===== config.mk =====
export PLATFORM = sky130hd
export DESIGN_NAME = icache_miss_fill_fsm_i_0
export DESIGN_NICKNAME = d
export VERILOG_FILES = /design/src/rtl/icache_miss_fill_fsm_i_0.sv
export SDC_FILE = /design/constraint.sdc
export NUM_CORES = 1
export LEC_CHECK = 0
export CAP_MARGIN = 10
export CORE_ASPECT_RATIO = 1.75
export CORE_UTILIZATION = 41
export CTS_BUF_LIST = sky130_fd_sc_hd__clkbuf_16
export DETAILED_ROUTE_END_ITERATION = 8
export PLACE_DENSITY = 0.77
export SETUP_SLACK_MARGIN = 0.5
export SYNTH_ARGS = -nofsm -noshare
export SYNTH_HDL_FRONTEND = slang
export SYNTH_SLANG_ARGS = --single-unit
export TNS_END_PERCENT = 1

===== constraint.sdc =====
create_clock -name clk -period 2.37 [get_ports clk]
set_clock_uncertainty 0.1 [all_clocks]
set_input_delay 0.711 -clock clk [delete_from_list [all_inputs] [get_ports clk]]
set_output_delay 0.711 -clock clk [all_outputs]
set_load 0.03 [all_outputs]

===== src/rtl/icache_miss_fill_fsm_i_0.sv =====
// Instruction L1 miss handler for core 0: captures the victim way, arbitrates for the
// common bus, fetches one line, writes it into the victim way, and reports the accessed way to the LRU.
module icache_miss_fill_fsm_i_0 #(
  parameter int ADDRESSSIZE = 32,
  parameter int WAY_W       = 2,
  parameter int TIMEOUT     = 64
) (
  input  logic                   clk,
  input  logic                   rst_n,
  input  logic                   PrRd,
  input  logic [ADDRESSSIZE-1:0] Address,
  input  logic                   Hit,
  input  logic [WAY_W-1:0]       Hit_way,
  input  logic [WAY_W-1:0]       LRU_replacement_proc,
  output logic [WAY_W-1:0]       Blk_accessed,
  output logic                   Blk_access_valid,
  output logic                   CPU_stall,
  output logic                   Com_Bus_Req,
  input  logic                   Com_Bus_Gnt,
  output logic [ADDRESSSIZE-1:0] Address_Com,
  output logic                   Mem_Rd,
  input  logic                   Mem_ready,
  input  logic [ADDRESSSIZE-1:0] Data_Bus_Com,
  output logic                   Fill_we,
  output logic [WAY_W-1:0]       Fill_way,
  output logic [ADDRESSSIZE-1:0] Fill_addr,
  output logic [ADDRESSSIZE-1:0] Fill_data,
  output logic                   Bus_error
);

  // One bus beat fills a whole line, so the block offset is the byte offset within a data word.
  localparam int OFFSET_W = $clog2(ADDRESSSIZE / 8);
  localparam int CNT_W    = $clog2(TIMEOUT);
  localparam logic [CNT_W-1:0] CNT_LAST = CNT_W'(TIMEOUT - 1);

  typedef enum logic [2:0] {IDLE, ARB, RD, FILL, DONE} state_t;

  state_t                 state, state_next;
  logic [CNT_W-1:0]       cnt;
  logic [ADDRESSSIZE-1:0] miss_addr;
  logic [WAY_W-1:0]       victim;
  logic [ADDRESSSIZE-1:0] fill_data_q;
  logic                   miss;

  assign miss = PrRd && !Hit;

  // NOTE: sequential state uses non-blocking assignments so every register samples pre-edge values.
  always_ff @(posedge clk) begin
    if (!rst_n) begin
      state       <= IDLE;
      cnt         <= '0;
      miss_addr   <= '0;
      victim      <= '0;
      fill_data_q <= '0;
    end else begin
      state <= state_next;
      if (state == IDLE && miss) begin
        miss_addr <= Address;
        victim    <= LRU_replacement_proc;
      end
      // Saturating RD-cycle counter; cleared whenever the FSM is outside RD.
      if (state == RD) begin
        if (cnt != CNT_LAST) cnt <= cnt + CNT_W'(1);
      end else begin
        cnt <= '0;
      end
      if (state == RD && Mem_ready) fill_data_q <= Data_Bus_Com;
    end
  end

  // NOTE: every output and the next state get a default first, so no path infers a latch.
  always_comb begin
    state_next       = state;
    Blk_accessed     = '0;
    Blk_access_valid = 1'b0;
    CPU_stall        = 1'b0;
    Com_Bus_Req      = 1'b0;
    Address_Com      = '0;
    Mem_Rd           = 1'b0;
    Fill_we          = 1'b0;
    Fill_way         = '0;
    Fill_addr        = '0;
    Fill_data        = '0;
    Bus_error        = 1'b0;
    unique case (state)
      IDLE: begin
        if (PrRd && Hit) begin
          Blk_accessed     = Hit_way;
          Blk_access_valid = 1'b1;
        end else if (miss) begin
          CPU_stall  = 1'b1;
          state_next = ARB;
        end
      end
      ARB: begin
        Com_Bus_Req = 1'b1;
        CPU_stall   = 1'b1;
        if (Com_Bus_Gnt) state_next = RD;
      end
      RD: begin
        Com_Bus_Req = 1'b1;
        Mem_Rd      = 1'b1;
        CPU_stall   = 1'b1;
        Address_Com = {miss_addr[ADDRESSSIZE-1:OFFSET_W], {OFFSET_W{1'b0}}};
        // Data arriving on the last allowed cycle still completes the fill.
        if (Mem_ready) begin
          state_next = FILL;
        end else if (cnt == CNT_LAST) begin
          Bus_error  = 1'b1;
          state_next = IDLE;
        end
      end
      FILL: begin
        CPU_stall  = 1'b1;
        Fill_we    = 1'b1;
        Fill_way   = victim;
        Fill_addr  = miss_addr;
        Fill_data  = fill_data_q;
        state_next = DONE;
      end
      DONE: begin
        Blk_accessed     = victim;
        Blk_access_valid = 1'b1;
        state_next       = IDLE;
      end
      default: state_next = IDLE;
    endcase
  end

endmodule


[Word-level counts from Yosys, hierarchy flattened]
Cells that the tools add are included.
Storage, ports and cells
  bits in registers: 75
  input port bits: 74
  logic and storage cells: 49
Operators by class
  add/subtract/negate cells: 1
  equal/unequal tests: 10
  multiplexer cells: 23
  reductions and logical operators: 10
Operator list (count)
  $mux 32: 3
  $mux 3: 5
  $pmux 3 s4: 1
  $mux 1: 9
  $add 6x1->6 const B: 1
  $eq 3x2->1 const B: 2
  $eq 6x6->1 const B: 1
  $ne 2x2->1 const B: 3
  $ne 6x6->1 const B: 1
  $logic_and 1x1->1: 4
  $mux 2: 2
  $pmux 1 s2: 2
  $pmux 2 s2: 1
  $reduce_and 4->1: 1
  $eq 3x1->1 const B: 1
  $eq 3x3->1 const B: 1
  $logic_not 3->1: 1
  $ne 3x2->1 const B: 1
  $reduce_or 3->1: 1
  $reduce_and 2->1: 1
  $reduce_or 2->1: 1
  $logic_not 1->1: 1

[Logic depth before layout (Yosys ltp)]
  depth in word-level cells: 5
  gate-level depth with buffers: 6

[Least setup slack after synthesis]
Ideal clock, no wire load.
  path kind: reg2out
  start point: register cnt[0]
  end point: output port Bus_error
  arrival: 1.622 ns
  setup slack: -0.063 ns
  cell stages (with the launch flop): 5
  path through: dfxtp_1 -> ha_1 -> and4_1 -> nand2_1 -> nor3_1
On the way
  word-level cells in the longest chain between the ends: 4
RTL lines
  start, declared: line 39  | logic [CNT_W-1:0] cnt;
  start signal, assigned: line 63  | if (cnt != CNT_LAST) cnt <= cnt + CNT_W'(1);
  $eq 6x6->1: line 108  | end else if (cnt == CNT_LAST) begin
  $mux 1: line 108
  $mux 1: line 106  | if (Mem_ready) begin
  $mux 1: line 85  | unique case (state)
  end, declared: line 28  | output logic Bus_error
No other way between the ends.

[Worst setup path after layout]
  start point: register state[0]
  end point: output port Fill_data[24]
On the way
  word-level cells in the longest chain between the ends: 2
RTL lines
  start, declared: line 38  | state_t state, state_next;
  start signal, assigned: line 56  | state <= state_next;
  $eq 3x2->1: line 85
  $mux 32: line 85
  end, declared: line 27  | output logic [ADDRESSSIZE-1:0] Fill_data,
No other way between the ends.

==> impl_metrics.env <==
export IMPL_postSynthCellCount=477
export IMPL_rsz_0062_raised_after_global_routing="true"
export IMPL_coreArea_um2=9040
export IMPL_power_leakage_nw=2.80
export IMPL_wl_per_cell_um=17.0
export IMPL_worstPathCellList="buf_6 -> nand2_4 -> nor2_4 -> buf_6 -> buf_8 -> clkbuf_16 -> and2_4 -> buf_6"
export IMPL_fp_dieW_um=74.7
export IMPL_endpoint_arrival_time_on_the_critical_path_ns=1.60
export IMPL_worst_setup_path_start_kind="register"
export IMPL_initial_utilization=0.419
export IMPL_layout_commonest_cell="sky130_fd_sc_hd__buf_6"
export IMPL_final_layout_size_suffix_gt1_frac=0.427
export IMPL_buffer_ports_inserted=177
export IMPL_status="finished with violations"
export IMPL_critPathMaxStageDelay_ns=0.35
export IMPL_slew_violations=0
export IMPL_post_route_period_util=1.02
export IMPL_postLayoutCellArea_um2=6870
export IMPL_grt_pass1_wl_um=19800
export IMPL_power_per_cell_area_nw_per_um2=472
export IMPL_most_common_layout_cells="sky130_fd_sc_hd__buf_6 (109), sky130_fd_sc_hd__and2_4 (96), sky130_fd_sc_hd__nand2_1 (70), sky130_fd_sc_hd__dfxtp_1 (70), sky130_fd_sc_hd__clkdlybuf4s50_1 (67)"
export IMPL_timing_final_ws_setup_ns=-0.0415
export IMPL_timing_max_slew_rel_slack=0.633
export IMPL_clkTransAtPathRegs_ns=0.06
export IMPL_route_final_wire_length_um=13300
export IMPL_grt_total_usage=0.274
export IMPL_swShare=0.222
export IMPL_worst_path_max_fanout=6
export IMPL_count_of_tritonroute_iterations_in_the_first_routing_pass=6
export IMPL_dieArea_um2=9640
export IMPL_clock_path_buffers=2
export IMPL_clk_latency_ns=0.34
export IMPL_via_count_of_the_first_global_routing_pass=4082
export IMPL_finalNetCount=732
export IMPL_gr_ovfl_total=0
export IMPL_worstReg2RegStart="state[1]"
export IMPL_detail_route_antenna_nets=0
export IMPL_synth_yosys_warnings=0
export IMPL_comb_power_share=0.111
export IMPL_finalSetupViolations=62
export IMPL_maximum_number_of_pins_on_one_net_before_global_route_repair=42
export IMPL_reg2reg_setup_slack_ns=0.64
export IMPL_placement_cell_area_um2=5620
export IMPL_cts_buffers_inserted=9
export IMPL_floorplan_die_height_um=129
export IMPL_worst_setup_path_startpoint="state[0]"
export IMPL_root_buffer="sky130_fd_sc_hd__clkbuf_16"
export IMPL_netlist_cell_type_count=38
export IMPL_holdCritPathClass="reg -> reg"
export IMPL_layout_area_overhead_vs_synth_pct=81.4
export IMPL_sequential_fraction_of_the_synthesis_area=0.396
export IMPL_place_detailed_hpwl_um=7820
export IMPL_intPower_mw=2.52
export IMPL_share_clk_of_total_power=0.482
export IMPL_failed_checks="negative setup slack"
export IMPL_synth_ff_latch_count=75
export IMPL_maxCapViolCount=0
export IMPL_cts_tree="built"
export IMPL_critPathRequiredTime_ns=1.56
export IMPL_finish_utilization=0.760
export IMPL_synth_avg_cell_area_um2=7.94
export IMPL_floorplan_rows=46
export IMPL_report_final_hold_viol_count=0
export IMPL_power_frac_seq=0.407
export IMPL_power_mw=3.24
export IMPL_total_standard_cell_area_after_synthesis_um2=3790
export IMPL_num_vias=4090
export IMPL_tightestPinTransition_ns=0.550
export IMPL_hold_path_startpoint="fill_data_q[17]"
export IMPL_grt_antenna_before_repair=0
export IMPL_timing_final_crit_period_ns=2.41
export IMPL_endpoint_kind="output pin"
export IMPL_power_net_switching_uw=720
export IMPL_timing_fmax_mhz=415
export IMPL_ioPinCount=180
export IMPL_drtIter0Drc=185
export IMPL_insertedDiodeCount=0
export IMPL_cts_sinks=75
export IMPL_path_common_cell="sky130_fd_sc_hd__buf_6"
export IMPL_htree_num_levels=3
export IMPL_timing_critical_path_slowest_stage_cell="sky130_fd_sc_hd__dfxtp_2"
export IMPL_place_gp_congestion=0.754
export IMPL_critical_path_class="reg -> out"
export IMPL_post_route_drc_count=0
export IMPL_vdd_drop_max_uv=406
export IMPL_drt_vias_per_instance=5.23
cell families after synthesis:
kind of cell | after synthesis | share of synthesized area
adders and majority gates | 1 | 0.00330
and+or+nand+nor | 235 | 0.328
xor gates and xnor gates | 1 | 0.00231
DFF | 75 | 0.396
other | 1 | 0.000990
buffers and inverters | 46 | 0.0585
AOI/OAI and AO/OA | 118 | 0.210
cell type report:
| class | count | area [µm²] |
|---|---|---|
| Timing Repair Buffer | 211 | 2430 |
| Multi-Input combinational cell | 357 | 2400 |
| Fill cell | 642 | 2170 |
| Sequential cell | 75 | 1510 |
| Clock buffer | 9 | 225 |
| Tap cell | 120 | 150 |
| Clock inverter | 7 | 116 |
| Inverter | 2 | 20.0 |
| Timing Repair inverter | 1 | 16.3 |
worst paths after layout:
kind              cells past startpoint               to
setup reg to reg                      6    miss_addr[30]
hold reg to reg                       2  fill_data_q[17]
hold / removal                        2  fill_data_q[17]
setup / recovery                      8    Fill_data[24]
routing by layer:
layer	wire, µm	part of all wire	GRT usage
met2	7400	0.56	0.514
met4	503	0.038	0.145
met1	4610	0.35	0.279
met3	787	0.059	0.0459
met5	0	0	0
worst max-delay path, delay by kind of cell (launching register included):
family,cells,cell delay (ns)
buffers and inverters,5,0.63
flip-flops,1,0.35
AND/OR/NAND/NOR,3,0.26
sequential cells by signal (all words and copies together), names as in the netlist:
name         flops
fill_data_q     32
victim           2
miss_addr       32
state            3
cnt              6
stage by stage:
| stage | instances | setup TNS [ns] | setup slack (ns) | hold WS, ns |
|---|---|---|---|---|
| after floorplan | 478 | 0 | 0.272 | 0.330 |
| after global placement | 749 | -2.24 | -0.199 | 0.338 |
| after detailed placement | 749 | -3.07 | -0.214 | 0.343 |
| after CTS | 778 | -2.53 | -0.0539 | 0.358 |
| after global routing | 782 | -5.94 | -0.0964 | 0.385 |
| final | 782 | -1.41 | -0.0415 | 0.355 |
power groups by stage:
stage	sequential [mW]	combinational (mW)	clock, mW
after floorplan	1.34	0.156	0
after global placement	1.34	0.326	0
after detailed placement	1.35	0.331	0
after CTS	1.32	0.351	1.58
after global routing	1.32	0.386	1.63
final	1.32	0.360	1.56
timing repair:
| item | CTS | global route |
|---|---|---|
| pin swaps | 21 | 29 |
| hold buffers | 0 | 0 |
| endpoints found under the setup margin | 164 | 104 |
| buffers inserted | 8 | 0 |
| endpoints found under the hold margin | 0 | 0 |
| gates cloned | 5 | 4 |
| resized for setup | 195 | 17 |
Yosys cell counts:
cell type                   number  share of area
sky130_fd_sc_hd__a211oi_2        1         0.0033
sky130_fd_sc_hd__a21boi_0       31          0.061
sky130_fd_sc_hd__a21boi_1       36          0.071
sky130_fd_sc_hd__a21o_1          3         0.0059
sky130_fd_sc_hd__a21oi_1         4         0.0053
sky130_fd_sc_hd__a221oi_2        1         0.0040
sky130_fd_sc_hd__a31oi_1         2         0.0033
sky130_fd_sc_hd__and2_1         99           0.16
sky130_fd_sc_hd__and4_1          1         0.0023
sky130_fd_sc_hd__and4bb_2        1         0.0033
sky130_fd_sc_hd__buf_2          10          0.013
sky130_fd_sc_hd__buf_4           5         0.0099
sky130_fd_sc_hd__buf_6           1         0.0030
sky130_fd_sc_hd__clkbuf_1       20          0.020
sky130_fd_sc_hd__clkbuf_2        8          0.011
sky130_fd_sc_hd__conb_1          1        0.00099
sky130_fd_sc_hd__dfxtp_1        75           0.40
sky130_fd_sc_hd__ha_1            1         0.0033
sky130_fd_sc_hd__inv_1           1        0.00099
sky130_fd_sc_hd__inv_2           1        0.00099
sky130_fd_sc_hd__nand2_1        73          0.072
sky130_fd_sc_hd__nand2_2         1         0.0017
sky130_fd_sc_hd__nand2b_1        2         0.0033
sky130_fd_sc_hd__nand3_1        38          0.050
sky130_fd_sc_hd__nand4_1         1         0.0017
sky130_fd_sc_hd__nand4bb_1       1         0.0030
sky130_fd_sc_hd__nor2_1          6         0.0059
sky130_fd_sc_hd__nor2_2          1         0.0017
sky130_fd_sc_hd__nor3_1          6         0.0079
sky130_fd_sc_hd__nor3b_2         1         0.0033
sky130_fd_sc_hd__nor4_1          1         0.0017
sky130_fd_sc_hd__o2111a_1        1         0.0030
sky130_fd_sc_hd__o211ai_1        1         0.0020
sky130_fd_sc_hd__o21a_1          1         0.0020
sky130_fd_sc_hd__o21ai_0        37          0.049
sky130_fd_sc_hd__or2_1           1         0.0017
sky130_fd_sc_hd__or3b_1          2         0.0046
sky130_fd_sc_hd__xor2_1          1         0.0023
Power figures use the tool's default switching activity.
